### src/rtl/multicycle_controller_if.sv
// Control/status bundle between the multicycle controller and its datapath.
// master = controller side, slave = datapath side.
interface multicycle_controller_if;
  logic [6:0] op;
  logic [2:0] funct3;
  logic       funct7b5;
  logic       Zero;
  logic       N;
  logic       V;
  logic       C;
  logic       MemReady;
  logic       PCWrite;
  logic       AdrSrc;
  logic       MemWrite;
  logic       IRWrite;
  logic       RegWrite;
  logic [1:0] ResultSrc;
  logic [1:0] ALUSrcA;
  logic [1:0] ALUSrcB;
  logic [2:0] ImmSrc;
  logic [3:0] ALUControl;
  logic       InstrDone;
  logic       Illegal;

  modport master (
    input  op, funct3, funct7b5, Zero, N, V, C, MemReady,
    output PCWrite, AdrSrc, MemWrite, IRWrite, RegWrite, ResultSrc,
           ALUSrcA, ALUSrcB, ImmSrc, ALUControl, InstrDone, Illegal
  );

  modport slave (
    output op, funct3, funct7b5, Zero, N, V, C, MemReady,
    input  PCWrite, AdrSrc, MemWrite, IRWrite, RegWrite, ResultSrc,
           ALUSrcA, ALUSrcB, ImmSrc, ALUControl, InstrDone, Illegal
  );
endinterface

### src/rtl/multicycle_controller.sv
// Sequencing FSM for the multicycle RV32I core: steps fetch/decode/execute/
// memory/writeback and drives all datapath enables and mux selects.
module multicycle_controller #(
  parameter bit ILLEGAL_HALT = 1'b1
) (
  input  logic                    clk,
  input  logic                    reset,
  multicycle_controller_if.master bus
);

  localparam int unsigned STATE_W = 4;
  localparam int unsigned ALU_W   = 4;

  localparam logic [6:0] OP_LOAD   = 7'b0000011;
  localparam logic [6:0] OP_STORE  = 7'b0100011;
  localparam logic [6:0] OP_RTYPE  = 7'b0110011;
  localparam logic [6:0] OP_ITYPE  = 7'b0010011;
  localparam logic [6:0] OP_BRANCH = 7'b1100011;
  localparam logic [6:0] OP_JAL    = 7'b1101111;
  localparam logic [6:0] OP_LUI    = 7'b0110111;
  localparam logic [6:0] OP_AUIPC  = 7'b0010111;

  localparam logic [ALU_W-1:0] ALU_ADD   = 4'b0000;
  localparam logic [ALU_W-1:0] ALU_SUB   = 4'b0001;
  localparam logic [ALU_W-1:0] ALU_AND   = 4'b0010;
  localparam logic [ALU_W-1:0] ALU_OR    = 4'b0011;
  localparam logic [ALU_W-1:0] ALU_XOR   = 4'b0100;
  localparam logic [ALU_W-1:0] ALU_SLT   = 4'b0101;
  localparam logic [ALU_W-1:0] ALU_SLTU  = 4'b0110;
  localparam logic [ALU_W-1:0] ALU_SLL   = 4'b0111;
  localparam logic [ALU_W-1:0] ALU_SRL   = 4'b1000;
  localparam logic [ALU_W-1:0] ALU_SRA   = 4'b1001;
  localparam logic [ALU_W-1:0] ALU_PASSB = 4'b1111;

  typedef enum logic [STATE_W-1:0] {
    S_FETCH, S_DECODE, S_MEMADR, S_MEMREAD, S_MEMWB, S_MEMWRITE, S_EXECUTER,
    S_EXECUTEI, S_ALUWB, S_BRANCH, S_JAL, S_LUI, S_AUIPC, S_ILLEGAL
  } state_t;

  state_t state, state_next;

  logic             pc_write_c, adr_src_c, mem_write_c, ir_write_c, reg_write_c;
  logic [1:0]       result_src_c, alu_src_a_c, alu_src_b_c;
  logic [2:0]       imm_src_c;
  logic [ALU_W-1:0] alu_control_c;
  logic             instr_done_c, illegal_c;
  logic             branch_taken_c;

  // ALU operation from funct3; sub_ok lets funct7b5 select sub (R-type only).
  function automatic logic [ALU_W-1:0] alu_decode(input logic [2:0] f3,
                                                  input logic sub_ok,
                                                  input logic f7b5);
    case (f3)
      3'b000:  alu_decode = (sub_ok && f7b5) ? ALU_SUB : ALU_ADD;
      3'b001:  alu_decode = ALU_SLL;
      3'b010:  alu_decode = ALU_SLT;
      3'b011:  alu_decode = ALU_SLTU;
      3'b100:  alu_decode = ALU_XOR;
      3'b101:  alu_decode = f7b5 ? ALU_SRA : ALU_SRL;
      3'b110:  alu_decode = ALU_OR;
      default: alu_decode = ALU_AND;
    endcase
  endfunction

  always_comb begin
    case (bus.funct3)
      3'b000:  branch_taken_c = bus.Zero;
      3'b001:  branch_taken_c = !bus.Zero;
      3'b100:  branch_taken_c = bus.N ^ bus.V;
      3'b101:  branch_taken_c = !(bus.N ^ bus.V);
      3'b110:  branch_taken_c = !bus.C;
      3'b111:  branch_taken_c = bus.C;
      default: branch_taken_c = 1'b0;
    endcase
  end

  always_ff @(posedge clk or posedge reset) begin
    if (reset) state <= S_FETCH;
    else       state <= state_next;
  end

  always_comb begin
    state_next    = state;
    pc_write_c    = 1'b0;
    adr_src_c     = 1'b0;
    mem_write_c   = 1'b0;
    ir_write_c    = 1'b0;
    reg_write_c   = 1'b0;
    result_src_c  = 2'b00;
    alu_src_a_c   = 2'b00;
    alu_src_b_c   = 2'b00;
    imm_src_c     = 3'b000;
    alu_control_c = ALU_ADD;
    instr_done_c  = 1'b0;
    illegal_c     = 1'b0;

    case (state)
      S_FETCH: begin
        alu_src_b_c  = 2'b10;
        result_src_c = 2'b10;
        pc_write_c   = bus.MemReady;
        ir_write_c   = bus.MemReady;
        if (bus.MemReady) state_next = S_DECODE;
      end
      S_DECODE: begin
        alu_src_a_c = 2'b01;
        alu_src_b_c = 2'b01;
        imm_src_c   = (bus.op == OP_JAL) ? 3'b011 : 3'b010;
        case (bus.op)
          OP_LOAD, OP_STORE: state_next = S_MEMADR;
          OP_RTYPE:          state_next = S_EXECUTER;
          OP_ITYPE:          state_next = S_EXECUTEI;
          OP_BRANCH:         state_next = (bus.funct3[2:1] == 2'b01) ?
                                          (ILLEGAL_HALT ? S_ILLEGAL : S_FETCH) : S_BRANCH;
          OP_JAL:            state_next = S_JAL;
          OP_LUI:            state_next = S_LUI;
          OP_AUIPC:          state_next = S_AUIPC;
          default:           state_next = ILLEGAL_HALT ? S_ILLEGAL : S_FETCH;
        endcase
      end
      S_MEMADR: begin
        alu_src_a_c = 2'b10;
        alu_src_b_c = 2'b01;
        imm_src_c   = bus.op[5] ? 3'b001 : 3'b000;
        state_next  = bus.op[5] ? S_MEMWRITE : S_MEMREAD;
      end
      S_MEMREAD: begin
        adr_src_c = 1'b1;
        if (bus.MemReady) state_next = S_MEMWB;
      end
      S_MEMWB: begin
        result_src_c = 2'b01;
        reg_write_c  = 1'b1;
        instr_done_c = 1'b1;
        state_next   = S_FETCH;
      end
      S_MEMWRITE: begin
        adr_src_c    = 1'b1;
        mem_write_c  = 1'b1;
        instr_done_c = bus.MemReady;
        if (bus.MemReady) state_next = S_FETCH;
      end
      S_EXECUTER: begin
        alu_src_a_c   = 2'b10;
        alu_control_c = alu_decode(bus.funct3, 1'b1, bus.funct7b5);
        state_next    = S_ALUWB;
      end
      S_EXECUTEI: begin
        alu_src_a_c   = 2'b10;
        alu_src_b_c   = 2'b01;
        alu_control_c = alu_decode(bus.funct3, 1'b0, bus.funct7b5);
        state_next    = S_ALUWB;
      end
      S_LUI: begin
        alu_src_b_c   = 2'b01;
        imm_src_c     = 3'b100;
        alu_control_c = ALU_PASSB;
        state_next    = S_ALUWB;
      end
      S_AUIPC: begin
        alu_src_a_c = 2'b01;
        alu_src_b_c = 2'b01;
        imm_src_c   = 3'b100;
        state_next  = S_ALUWB;
      end
      S_JAL: begin
        alu_src_a_c = 2'b01;
        alu_src_b_c = 2'b10;
        pc_write_c  = 1'b1;
        state_next  = S_ALUWB;
      end
      S_ALUWB: begin
        reg_write_c  = 1'b1;
        instr_done_c = 1'b1;
        state_next   = S_FETCH;
      end
      S_BRANCH: begin
        alu_src_a_c   = 2'b10;
        alu_control_c = ALU_SUB;
        pc_write_c    = branch_taken_c;
        instr_done_c  = 1'b1;
        state_next    = S_FETCH;
      end
      S_ILLEGAL: begin
        illegal_c  = 1'b1;
        state_next = S_ILLEGAL;
      end
      default: state_next = S_FETCH;
    endcase

    // Reset gates every write enable immediately, even mid-instruction.
    if (reset) begin
      pc_write_c   = 1'b0;
      ir_write_c   = 1'b0;
      reg_write_c  = 1'b0;
      mem_write_c  = 1'b0;
      instr_done_c = 1'b0;
    end
  end

  assign bus.PCWrite    = pc_write_c;
  assign bus.AdrSrc     = adr_src_c;
  assign bus.MemWrite   = mem_write_c;
  assign bus.IRWrite    = ir_write_c;
  assign bus.RegWrite   = reg_write_c;
  assign bus.ResultSrc  = result_src_c;
  assign bus.ALUSrcA    = alu_src_a_c;
  assign bus.ALUSrcB    = alu_src_b_c;
  assign bus.ImmSrc     = imm_src_c;
  assign bus.ALUControl = alu_control_c;
  assign bus.InstrDone  = instr_done_c;
  assign bus.Illegal    = illegal_c;

endmodule

### src/flat_wrapper.sv
// flat-port wrapper written by rule: the top's interface ports become plain ports
module multicycle_controller_flat 
#(
  parameter bit ILLEGAL_HALT = 1'b1
)
  (clk, reset, bus_op, bus_funct3, bus_funct7b5, bus_Zero, bus_N, bus_V, bus_C, bus_MemReady, bus_PCWrite, bus_AdrSrc, bus_MemWrite, bus_IRWrite, bus_RegWrite, bus_ResultSrc, bus_ALUSrcA, bus_ALUSrcB, bus_ImmSrc, bus_ALUControl, bus_InstrDone, bus_Illegal);
  multicycle_controller_if bus_i ();
  input  logic clk;
  input  logic reset;
  input wire logic [$bits(bus_i.op)-1:0] bus_op;
  input wire logic [$bits(bus_i.funct3)-1:0] bus_funct3;
  input wire logic [$bits(bus_i.funct7b5)-1:0] bus_funct7b5;
  input wire logic [$bits(bus_i.Zero)-1:0] bus_Zero;
  input wire logic [$bits(bus_i.N)-1:0] bus_N;
  input wire logic [$bits(bus_i.V)-1:0] bus_V;
  input wire logic [$bits(bus_i.C)-1:0] bus_C;
  input wire logic [$bits(bus_i.MemReady)-1:0] bus_MemReady;
  output wire logic [$bits(bus_i.PCWrite)-1:0] bus_PCWrite;
  output wire logic [$bits(bus_i.AdrSrc)-1:0] bus_AdrSrc;
  output wire logic [$bits(bus_i.MemWrite)-1:0] bus_MemWrite;
  output wire logic [$bits(bus_i.IRWrite)-1:0] bus_IRWrite;
  output wire logic [$bits(bus_i.RegWrite)-1:0] bus_RegWrite;
  output wire logic [$bits(bus_i.ResultSrc)-1:0] bus_ResultSrc;
  output wire logic [$bits(bus_i.ALUSrcA)-1:0] bus_ALUSrcA;
  output wire logic [$bits(bus_i.ALUSrcB)-1:0] bus_ALUSrcB;
  output wire logic [$bits(bus_i.ImmSrc)-1:0] bus_ImmSrc;
  output wire logic [$bits(bus_i.ALUControl)-1:0] bus_ALUControl;
  output wire logic [$bits(bus_i.InstrDone)-1:0] bus_InstrDone;
  output wire logic [$bits(bus_i.Illegal)-1:0] bus_Illegal;
  assign bus_i.op = bus_op;
  assign bus_i.funct3 = bus_funct3;
  assign bus_i.funct7b5 = bus_funct7b5;
  assign bus_i.Zero = bus_Zero;
  assign bus_i.N = bus_N;
  assign bus_i.V = bus_V;
  assign bus_i.C = bus_C;
  assign bus_i.MemReady = bus_MemReady;
  assign bus_PCWrite = bus_i.PCWrite;
  assign bus_AdrSrc = bus_i.AdrSrc;
  assign bus_MemWrite = bus_i.MemWrite;
  assign bus_IRWrite = bus_i.IRWrite;
  assign bus_RegWrite = bus_i.RegWrite;
  assign bus_ResultSrc = bus_i.ResultSrc;
  assign bus_ALUSrcA = bus_i.ALUSrcA;
  assign bus_ALUSrcB = bus_i.ALUSrcB;
  assign bus_ImmSrc = bus_i.ImmSrc;
  assign bus_ALUControl = bus_i.ALUControl;
  assign bus_InstrDone = bus_i.InstrDone;
  assign bus_Illegal = bus_i.Illegal;
  multicycle_controller #(.ILLEGAL_HALT(ILLEGAL_HALT)) u_core (.clk(clk), .reset(reset), .bus(bus_i));
endmodule
### config.mk
export PLATFORM = sky130hd
export DESIGN_NAME = multicycle_controller_flat
export DESIGN_NICKNAME = d
export VERILOG_FILES = /design/src/rtl/multicycle_controller_if.sv /design/src/rtl/multicycle_controller.sv /design/src/flat_wrapper.sv
export SDC_FILE = /design/constraint.sdc
export NUM_CORES = 1
export LEC_CHECK = 0
export CORE_MARGIN = 8
export CORE_UTILIZATION = 41
export DETAILED_ROUTE_END_ITERATION = 6
export GPL_ROUTABILITY_DRIVEN = 0
export PLACE_DENSITY = 0.8
export SLEW_MARGIN = 20
export SYNTH_ARGS = -nofsm -noshare
export SYNTH_HDL_FRONTEND = slang
export SYNTH_SLANG_ARGS = --single-unit
### constraint.sdc
create_clock -name clk -period 1.8 [get_ports clk]
set_input_delay 0.36 -clock clk [delete_from_list [all_inputs] [get_ports clk]]
set_output_delay 0.36 -clock clk [all_outputs]
set_load 0.005 [all_outputs]
==> metrics.md <==
| Metric | Value |
|---|---|
| CP endpoint kind | `output pin` |
| Core Footprint | `0.00192 mm^2` |
| DR WL/cell | `19.0 um` |
| TritonRoute pass-1 iters | `4` |
| Most frequent CP cell | `buf_6` |
| CP Data Required Time | `roughly 1.4 ns` |
| Area share of fa/ha/maj cells after synthesis | `0%` |
| Crit path largest cell delay | `around 0.44 ns` |
| Largest net degree at the start of global routing | `11` |
| Worst rel slew slack | `56.7%` |
| Sink Count | `4` |
| Std-Cell Rows | `16` |
| DP HPWL | `about 2500 um` |
| Setup tns final | `-0.155 ns` |
| RR Startpoint | `u_core.state[1]$_DFFE_PP0P_` |
| Gr usage total | `about a fifth` |
| Deepest clock path buffer count | `2` |
| Largest family of logic cells by synthesized area | `simple AND/OR/NAND/NOR gates` |
| Layout overhead on the synthesized area | `109%` |
| CP arrival | `1.53 ns` |
| Asr flop ratio synth | `100%` |
| Vias in the first global route | `roughly 1300` |
| CP cell instances | `buf_6 -> buf_6 -> nor2_4 -> a21oi_2 -> o21ai_1 -> a32o_1 -> buf_2` |
| Outcome | `complete, but fails checks` |
| Initial DRC Count | `98` |
| Fin Clk Skew | `0.000838 ns` |
| Synthesized area | `around 800 um^2` |
| WS Path Type | `register to output pin` |
| CTS root buffer | `clkbuf_4` |
| Syn_nets | `between 100 and 150` |
| Seq/Total Area, Yosys | `between 10 and 15%` |
| Ports | `38` |
| Dpl cells | `216` |
| Largest register by flop count | `u_core.state` |
| Max Clk Rate | `529 MHz` |
| DRC | `0` |
| ANT nets after route | `0` |
| Max-Cap Viols | `0` |
| Failing checks | `setup timing` |
| CTS clk-pin slew, worst paths | `around 0.040 ns` |
| Unrepaired setup endpoints after global routing | `yes` |
| TritonCTS clock tree | `built` |
| Antenna violations before repair | `0` |
| Xor-xnor portion of the synthesized cell area | `about 5%` |
| Final cycle utilization of the critical path | `105%` |
| Leak pwr | `around 0.00083 uW` |
| PwrDens | `between 1000 and 1500 mW/mm^2` |
| Syn Area/Cell | `roughly 6.6 um^2` |
| Max VDD drop | `roughly 0.95 mV` |
| Number of distinct library cells after synthesis | `40` |
| Max Slew Vio Count | `0` |
| Synth Instances | `about 120` |
| Final hold slack | `around 0.53 ns` |
| CP Max Fanout | `4` |
| Wirelength, routed | `~4400 um` |
| Setup violations, final | `7` |
| Final WS setup | `-0.0905 ns` |
| Synth Register Bits | `4` |
| Post-Synth Simple-Gate Area | `42.5%` |
| CP startpoint | `u_core.state[0]$_DFFE_PP0P_` |
| EDFF count, synth | `0` |
| H-Tree Depth | `1` |
| Nets | `226` |
| Post-CTS Hold Fix Bufs | `0` |
| Cts bufs inserted | `3` |
| Hold Path Class | `input pin to asynchronous set/reset pin` |
| Final hold violation count | `0` |
| Initial Utilization | `42.8%` |
| Chip width | `just over 60 um` |
| Compound-Gate Fraction of Synth Area | `25.9%` |
| Diode count | `0` |
| Post-layout util | `between 80% and 90%` |
| Worst path slowest cell | `dfrtp_2` |
| CP Launch Type | `register` |
| Synth Flop Type | `dfrtp_1` |
| Vias per inst | `a little under 6` |
| Die area | `approximately 0.0037 mm^2` |
| Vias | `1357` |
| Fin cells | `233` |
| Largest regs | `u_core.state (4)` |
| Fraction of layout cells with a size suffix above 1 | `a little over half` |
| Max reg flops | `4` |
| Global-route wire length before repair | `5980 um` |
| Worst Max-Slew Pin Slew | `0.633 ns` |
| Final critical-path required period | `~1.9 ns` |
| Port bufs | `37` |
| GRT Residual Overflow | `0` |
| Clk Latency, worst-skew pair | `about 0.23 ns` |
| Die height | `between 60 and 70 um` |
| Ys Warns | `0` |
| Post-synthesis mux area share | `between 7 and 8%` |
## timing repair
item | in CTS | in global routing
buffers inserted | 9 | 4
gates cloned | 0 | 1
pin swaps | 14 | 7
resized for setup | 117 | 34
endpoints found under the setup margin | 20 | 17
## layout by cell type, fill, tap and decap left out, types with 2 or more instances in the layout
| cell type | instances |
|---|---|
| a211o_1 | 3 |
| a21boi_1 | 2 |
| a21oi_1 | 4 |
| a21oi_2 | 4 |
| a32o_1 | 2 |
| and2b_1 | 2 |
| buf_2 | 15 |
| buf_4 | 37 |
| buf_6 | 13 |
| clkbuf_2 | 4 |
| clkbuf_4 | 3 |
| clkdlybuf4s15_1 | 2 |
| clkdlybuf4s50_1 | 3 |
| dfrtp_2 | 4 |
| dlygate4sd2_1 | 12 |
| inv_1 | 4 |
| mux2_2 | 2 |
| mux2i_1 | 4 |
| nand2_1 | 10 |
| nand2_2 | 4 |
| nand2b_1 | 6 |
| nand2b_4 | 4 |
| nand3_2 | 4 |
| nor2_1 | 5 |
| nor2_2 | 2 |
| nor2_4 | 2 |
| nor2b_1 | 2 |
| nor2b_4 | 4 |
| nor3_1 | 6 |
| nor4_1 | 2 |
| nor4_2 | 2 |
| o21ai_0 | 5 |
| o21ai_1 | 3 |
| or3_1 | 2 |
## final timing paths
check / to / cells after the start / slack [ns]
setup / recovery: bus_ALUControl[0] / 7 / -0.09
hold / removal: u_core.state[1]$_DFFE_PP0P_ / 4 / 0.53
setup reg to reg: u_core.state[2]$_DFFE_PP0P_ / 7 / 0.17
hold reg to reg: u_core.state[1]$_DFFE_PP0P_ / 3 / 0.83
max in group asynchronous: u_core.state[3]$_DFFE_PP0P_ / 4 / 1.16
min in group clk: u_core.state[1]$_DFFE_PP0P_ / 3 / 0.72
## worst max-delay path, delay by kind of cell, from the launching register on
family	cells	cell delay, ns
flip-flops	1	0.44
AND/OR/NAND/NOR	1	0.08
buffers and inverters	3	0.38
AO/OA/AOI/OAI	3	0.39
## metrics by stage
step	instance area (um^2)	total power (uW)	worst slack, ns
2_1_floorplan	822	865	0.0821
3_3_place_gp	1470	1640	-0.697
3_5_place_dp	1470	1700	-0.704
4_1_cts	1620	1960	-0.0544
5_1_grt	1720	2470	-0.120
6_report	1720	2350	-0.0905
## cells in the mapped netlist (all sizes together) (2+ instances only)
| cell | count | area share, % |
|---|---|---|
| nand2 | 14 | 6.4 |
| nor4 | 4 | 3.0 |
| nand3 | 5 | 3.7 |
| or3 | 2 | 1.5 |
| a21oi | 8 | 4.9 |
| o21ai | 8 | 4.9 |
| nand2b | 10 | 7.9 |
| a21boi | 3 | 2.7 |
| dfrtp | 4 | 12 |
| mux2i | 4 | 4.9 |
| a32o | 2 | 2.4 |
| buf | 6 | 3.2 |
| a211o | 3 | 3.2 |
| mux2 | 2 | 2.7 |
| nor2b | 7 | 5.3 |
| and2b | 2 | 1.8 |
| nor2 | 9 | 4.1 |
| nor3 | 7 | 4.3 |
| inv | 4 | 1.8 |
| clkbuf | 4 | 1.8 |
## metal layers
metal	vias to the layer above	GRT usage (%)	part of all wire, %
li1	617	-	-
met1	637	22.8	40
met2	91	37.4	50
met3	12	3.81	8.2
met4	0	10.3	2.2
met5	-	0	0
## logic make-up after synthesis
group           after synthesis
simple gates                 65
compound gates               32
buf+inv                      14
mux                           6
flops                         4
xor+xnor                      3
## where the power goes
part | leakage [uW] | switching (uW) | internal [uW]
clock | 0.0000138 | 35.5 | 74.5
combinational | 0.000767 | 938 | 1080
sequential | 0.0000461 | 79.5 | 141
## area by class of cell
type	count	area, um^2
Multi-Input combinational cell	106	818
Timing Repair Buffer	89	726
Fill cell	87	201
Sequential cell	4	105
Tap cell	27	33.8
Clock buffer	3	22.5
Inverter	4	15.0
No activity file was read; power rests on OpenSTA's default activity.
